`config.mk`:
```
export PLATFORM = sky130hd
export DESIGN_NAME = pattern_loader
export DESIGN_NICKNAME = d
export VERILOG_FILES = /design/src/rtl/pattern_pkg.sv /design/src/rtl/pattern_chk.sv /design/src/rtl/pattern_loader.sv
export SDC_FILE = /design/constraint.sdc
export NUM_CORES = 1
export LEC_CHECK = 0
export CELL_PAD_IN_SITES_DETAIL_PLACEMENT = 1
export CELL_PAD_IN_SITES_GLOBAL_PLACEMENT = 2
export CORE_MARGIN = 3
export CORE_UTILIZATION = 29
export CTS_BUF_LIST = sky130_fd_sc_hd__clkbuf_8
export CTS_CLUSTER_DIAMETER = 200
export DETAILED_ROUTE_END_ITERATION = 16
export PLACE_DENSITY_LB_ADDON = 0.1
export SYNTH_ARGS = -nofsm -noshare
export SYNTH_HDL_FRONTEND = slang
export SYNTH_SLANG_ARGS = --single-unit
```
`constraint.sdc`:
```
create_clock -name CLOCK50M -period 1.9 [get_ports CLOCK50M]
set_input_delay 0.285 -clock CLOCK50M [delete_from_list [all_inputs] [get_ports CLOCK50M]]
set_output_delay 0.285 -clock CLOCK50M [all_outputs]
set_load 0.1 [all_outputs]
```
`src/rtl/pattern_pkg.sv`:
```
// pattern_pkg: shared types and constants for the pattern loader.
//   state_e        - loader FSM states
//   TS_W/PAT_W/REC_W - field widths of a pattern-memory record
//   ADDR_PATTERN   - register select used for every record write
//   pattern_rec_t  - {timestamp, pattern} record as stored in memory
package pattern_pkg;

    localparam int TS_W  = 10;
    localparam int PAT_W = 8;
    localparam int REC_W = TS_W + PAT_W;

    localparam logic [1:0] ADDR_PATTERN = 2'b00;

    typedef enum logic [2:0] {
        IDLE,
        TS_HI,
        TS_LO,
        PAT,
        CHK,
        WRITE
    } state_e;

    typedef struct packed {
        logic [TS_W-1:0]  timestamp;
        logic [PAT_W-1:0] pattern;
    } pattern_rec_t;

endpackage

```
`src/rtl/pattern_chk.sv`:
```
// pattern_chk: running XOR of the bytes of one frame.
//   clk_i, rst_n_i - clock, async active-low reset
//   clear_i        - restart the accumulation (takes priority over update_i)
//   update_i       - fold data_i into the accumulator
//   data_i         - byte to fold in
//   acc_o          - current XOR of all bytes folded since the last clear
module pattern_chk #(
    parameter int W = 8
) (
    input  logic         clk_i,
    input  logic         rst_n_i,
    input  logic         clear_i,
    input  logic         update_i,
    input  logic [W-1:0] data_i,
    output logic [W-1:0] acc_o
);

    logic [W-1:0] acc_q;

    always_ff @(posedge clk_i or negedge rst_n_i) begin
        if (!rst_n_i) begin
            acc_q <= '0;
        end else if (clear_i) begin
            acc_q <= '0;
        end else if (update_i) begin
            acc_q <= acc_q ^ data_i;
        end
    end

    assign acc_o = acc_q;

endmodule

```
`src/rtl/pattern_loader.sv`:
```
// pattern_loader: parses framed records from a byte stream and writes each
// valid one to the pattern memory as {timestamp[9:0], pattern[7:0]}.
//
// Frame: SYNC_BYTE, TS_HI (only [1:0] used, [7:2] must be 0), TS_LO, PAT
//        and, with PATTERN_LOADER_CHECKSUM_EN defined, CHK = TS_HI^TS_LO^PAT.
//
// Ports:
//   CLOCK50M, RESET_N       - clock, async active-low reset
//   in_data/in_valid/in_ready - byte input handshake
//   clear_err               - clears frame_err (a new error in the same cycle wins)
//   write/address/pattern_with_timestamp - pattern-memory write port
//   busy                    - FSM not idle
//   frame_err               - sticky malformed-frame flag
//   record_count            - records written, saturating
//
// Build option: PATTERN_LOADER_CHECKSUM_EN adds the CHK byte and its check.
//
// state | meaning
// IDLE  | hunting for SYNC_BYTE, other bytes dropped
// TS_HI | expecting timestamp[9:8]
// TS_LO | expecting timestamp[7:0]
// PAT   | expecting pattern byte
// CHK   | expecting checksum byte (checksum build only)
// WRITE | one-cycle write strobe, input stalled
module pattern_loader
    import pattern_pkg::*;
#(
    parameter logic [7:0] SYNC_BYTE = 8'hA5,
    parameter int         CNT_W     = 10
) (
    input  logic             CLOCK50M,
    input  logic             RESET_N,
    input  logic [7:0]       in_data,
    input  logic             in_valid,
    output logic             in_ready,
    input  logic             clear_err,
    output logic             write,
    output logic [1:0]       address,
    output logic [REC_W-1:0] pattern_with_timestamp,
    output logic             busy,
    output logic             frame_err,
    output logic [CNT_W-1:0] record_count
);

    state_e       state_q;
    pattern_rec_t rec_q;
    logic         frame_err_q;
    logic [CNT_W-1:0] cnt_q;
    logic         accept;

    assign in_ready = (state_q != WRITE);
    assign accept   = in_valid && in_ready;

`ifdef PATTERN_LOADER_CHECKSUM_EN
    logic [7:0] chk_acc;
    logic       chk_clear;
    logic       chk_update;

    assign chk_clear  = accept && (state_q == IDLE) && (in_data == SYNC_BYTE);
    assign chk_update = accept && ((state_q == TS_HI) || (state_q == TS_LO) || (state_q == PAT));

    pattern_chk #(.W(8)) u_chk (
        .clk_i    (CLOCK50M),
        .rst_n_i  (RESET_N),
        .clear_i  (chk_clear),
        .update_i (chk_update),
        .data_i   (in_data),
        .acc_o    (chk_acc)
    );
`endif

    always_ff @(posedge CLOCK50M or negedge RESET_N) begin
        if (!RESET_N) begin
            state_q     <= IDLE;
            rec_q       <= '0;
            frame_err_q <= 1'b0;
            cnt_q       <= '0;
        end else begin
            // Clear first so that an error raised below in the same cycle overrides it.
            if (clear_err) begin
                frame_err_q <= 1'b0;
            end
            case (state_q)
                IDLE: begin
                    if (accept && (in_data == SYNC_BYTE)) begin
                        state_q <= TS_HI;
                    end
                end
                TS_HI: begin
                    if (accept) begin
                        if (|in_data[7:2]) begin
                            frame_err_q <= 1'b1;
                            state_q     <= IDLE;
                        end else begin
                            rec_q.timestamp[TS_W-1:8] <= in_data[1:0];
                            state_q                   <= TS_LO;
                        end
                    end
                end
                TS_LO: begin
                    if (accept) begin
                        rec_q.timestamp[7:0] <= in_data;
                        state_q              <= PAT;
                    end
                end
                PAT: begin
                    if (accept) begin
                        rec_q.pattern <= in_data;
`ifdef PATTERN_LOADER_CHECKSUM_EN
                        state_q <= CHK;
`else
                        state_q <= WRITE;
`endif
                    end
                end
`ifdef PATTERN_LOADER_CHECKSUM_EN
                CHK: begin
                    if (accept) begin
                        if (in_data == chk_acc) begin
                            state_q <= WRITE;
                        end else begin
                            frame_err_q <= 1'b1;
                            state_q     <= IDLE;
                        end
                    end
                end
`endif
                WRITE: begin
                    if (cnt_q != {CNT_W{1'b1}}) begin
                        cnt_q <= cnt_q + CNT_W'(1);
                    end
                    state_q <= IDLE;
                end
                default: begin
                    state_q <= IDLE;
                end
            endcase
        end
    end

    assign write                  = (state_q == WRITE);
    assign address                = ADDR_PATTERN;
    assign pattern_with_timestamp = rec_q;
    assign busy                   = (state_q != IDLE);
    assign frame_err              = frame_err_q;
    assign record_count           = cnt_q;

endmodule

```
==> results.md <==
Clock network:
- The latest clock arrival within the worst-skew pair is 290 ps.
- The cell at the root of the clock tree is sky130_fd_sc_hd__clkbuf_8.
- The clock sink count is 32.
- The number of H-tree branching levels is 2.
- The clock-pin transition on the worst setup and hold timing paths is about 70 ps.
- Gates resized during post-CTS repair numbered 0.
- The clock tree from TritonCTS is done.
- The number of hold-repair buffers added at the cts stage is 0.
- The longest clock path from root to sink contains 2 buffers.
- The number of buffers created by CTS is 5.
- In this run the post-CTS setup repair buffer count came out at 0.

Setup path:
- The required time reported for the critical path endpoint is about 1600 ps.
- The largest fanout on the critical path is 8.
- The worst reg2reg path startpoint is record_count[2]$_DFFE_PN0P_.
- The critical path contains buffers and inverters numbering 2 combined.
- On the worst path, the slowest cell contributes a delay of roughly 410 ps.
- The sort of element at the end of the critical path is an output pin.
- Walking the worst path, the cells encountered are buf_4 > or3_1 > buf_12.
- The setup path with the least slack is of type flop to output pin.
- The worst setup path is launched from a flop.
- The dominant delay contributor by cell family on the critical path is simple AND/OR/NAND/NOR gates.
- In this run the register-to-register setup slack is ~320 ps.
- At the worst endpoint, the arrival time is approximately 1400 ps.
- The end of the worst register-to-register path is record_count[1]$_DFFE_PN0P_.
- Among all stages on the critical path, the largest delay is contributed by sky130_fd_sc_hd__or3_1.
- The depth of the worst register-to-register path is 3.

Synthesis:
- The post-synthesis sequential element count is 32.
- The share of the Yosys chip area taken by registers is between 50% and 60%.
- The post-synth design cell area is approximately 1400 µm².
- Dividing the synthesized area by the synthesized cell count gives 11.4 µm².
- After technology mapping, the gate count stands at ~120.
- Counting distinct cell types in the post-synthesis netlist gives 33.
- During synthesis, Yosys emitted a total of 0 warnings.

Floorplan:
- The placeable core region is about 4500 µm².
- The x dimension of the die is ~75 µm.
- The initial utilization of the core area, before any placement, comes to a little under a third.
- After floorplanning, the core was divided into 24 placement rows.
- The overall die area is 5700 µm².
- Measured along the y axis, the die boundary spans about 75 µm.
- The total I/O pin count is 46.

STA:
- The smallest clock period supported by the final layout is computed as ~1700 ps.
- The maximum clock skew at final layout is 8.70 ps.
- Setup repair after global routing left no endpoint under its margin.
- The final hold violation count is 0.
- The total setup violations reported at the end of the flow is 0.
- The final critical-path share of the clock period is roughly nine tenths.
- The max-slew violation count is 0.
- The highest achievable clock rate is 588 MHz.

Power and ir drop:
- For this design the ratio of total power to cell area is between 900 and 1000 nW/µm².
- The maximum ir drop on the vdd rail is 0.463 mV.
- In this run switching power makes up ~39% of total power.
- Cell internal power was estimated by the tool at about 1.1 mW.
- The clock network power share is 29.1%.
- In this run the static leakage power is 0.994 nW.
- The post-route total power is about 1.8 mW.
- The share of total power in combinational logic is roughly 30%.
- For this design the total switching power over the nets is 0.710 mW.
- The sequential power share is 41.0%.

Cells and area:
- Leaving out fill and tap cells, the most frequent cells in the layout are 34 x sky130_fd_sc_hd__buf_4, 32 x sky130_fd_sc_hd__dfrtp_1, 27 x sky130_fd_sc_hd__nand2_1.
- The diode insertion count for antenna repair is 0.
- The library cell used most frequently in the layout, excluding fill and tap cells, is sky130_fd_sc_hd__buf_4.
- At the end of the flow, the number of nets in the layout was 189.
- Fill cells in the final layout number 500.
- In the final layout, the share of cells above drive strength 1 is between 30 and 40%.
- The area added between synthesis and finish is 42.4%.
- After routing the design area is 1990 µm².

Route:
- Detailed routing inserted a total of about 1.1k vias.
- The post-detailed-route via-to-cell ratio is just under 5.
- In the routed design, unresolved DRC markers number 0.
- The total wire length after detailed routing is ~3500 µm.
- The violation count after the first detailed-route iteration is 55.
- The average routed wire per standard cell is roughly 15 µm.
- The number of nets still failing antenna checks after routing is 0.
- The first detailed-routing pass took 4 iterations.

Global route:
- Entering global routing, the biggest net connects 33 pins.
- The via count of the first global-routing pass is 1132.
- The first global-routing pass estimated 5840 µm of wire.
- Global routing used around 14% of the available tracks across all layers.
- The number of antenna violations at the first check in global routing was 0.
- The total overflow left after global routing is 0.

Place:
- The cell area reported after detailed placement is approximately 1900 µm².
- The number of buffers inserted by port buffering is 43.
- The congestion estimate from routability-driven global placement came to 0.801.
- After legalization and detailed placement, the total HPWL measured around 2600 µm.

Job:
- The count of max-cap constraint violations is 0.

Status:
- The run finished with clean final reports.

Min path:
- The tightest min-delay check is of the primary input to asynchronous set/reset pin type.
## per-stage QoR
step | std cells | hold slack [ps] | setup TNS, ps | worst slack [ps] | utilization, %
after floorplan | 124 | -10.6 | -8040 | -1010 | -
after global placement | 221 | 461 | 0 | 73.7 | 42.3
after detailed placement | 221 | 464 | 0 | 12.2 | 42.3
after CTS | 229 | 422 | 0 | 187 | 44.3
after global routing | 229 | 434 | 0 | 95.2 | 44.3
final | 229 | 397 | 0 | 201 | 44.3
## cell families after synthesis
logic type	Yosys count	synth area share, %
multiplexers	13	10.5
flip-flops	32	57.2
other	1	0.268
AND/OR/NAND/NOR	54	20.4
AO/OA/AOI/OAI	7	3.57
adder cells (fa/ha/maj)	1	0.894
XOR/XNOR	7	4.38
buffers and inverters	8	2.86
## worst max-delay path by stage
stage / start / end / cells past startpoint
after floorplan: state_q[1]$_DFFE_PN0P_ / record_count[3]$_DFFE_PN0P_ / 6
final: state_q[1]$_DFFE_PN0P_ / busy / 3
after global routing: state_q[0]$_DFFE_PN0P_ / write / 3
after CTS: state_q[0]$_DFFE_PN0P_ / write / 3
after global placement: in_data[3] / pattern_with_timestamp[16]$_DFFE_PN0P_ / 5
after detailed placement: in_data[4] / pattern_with_timestamp[16]$_DFFE_PN0P_ / 5
## per-layer routing
layer	wire [µm]	global-route usage (%)	share of wire (%)	up-vias
met3	246	5.15	7.0	4
met5	0	0	0	-
met1	1630	19.2	46	548
met2	1610	21.3	46	36
li1	-	-	-	525
met4	37	5.24	1.1	0
## synthesized netlist by cell type (all sizes together)
library cell	count	area share, %
a211oi	1	0.54
a21oi	1	0.36
and2	1	0.45
and3	2	0.89
buf	4	1.8
clkinv	1	0.27
conb	1	0.27
dfrtp	32	57
ha	1	0.89
inv	3	0.80
mux2	13	10
nand2	28	7.7
nand2b	2	0.89
nand3	4	1.4
nand3b	1	0.54
nand4	2	0.89
nand4b	3	1.9
nor2	4	1.1
nor3	2	0.71
nor4	2	2.0
nor4bb	1	0.71
o2111ai	1	0.63
o21ai	2	0.71
o31a	1	0.71
o41ai	1	0.63
or3	2	1.3
xnor2	6	3.8
xor2	1	0.63
## final cells by class
| class | instances | area [µm²] | share of cell area (%) |
|---|---|---|---|
| multi-input combinational | 84 | 574 | 28.8 |
| timing repair buffer | 49 | 445 | 22.3 |
| inverter | 4 | 18.8 | 0.941 |
| clock inverter | 2 | 7.51 | 0.376 |
| tap | 52 | 65.1 | 3.26 |
| sequential | 32 | 801 | 40.2 |
| clock buffer | 6 | 82.6 | 4.14 |
## power by group through the flow
stage / Combinational (mW) / Sequential (mW) / Clock, mW
after floorplan: 0.0846 / 1.09 / 0
after global placement: 0.552 / 0.766 / 0
after detailed placement: 0.554 / 0.768 / 0
after CTS: 0.555 / 0.757 / 0.547
after global routing: 0.570 / 0.762 / 0.590
final: 0.550 / 0.755 / 0.535
## worst reg2reg max path, cell delays in order, from the launching register on
cell	delay (ps)
sky130_fd_sc_hd__dfrtp_1	480
sky130_fd_sc_hd__nand4_1	240
sky130_fd_sc_hd__o31a_4	430
sky130_fd_sc_hd__mux2_4	310
## flip-flops by register name, indices dropped and copies added (netlist names)
register,flops
frame_err,1
pattern_with_timestamp,18
record_count,10
state_q,3
Note: power is estimated with default switching activity, not from simulation.
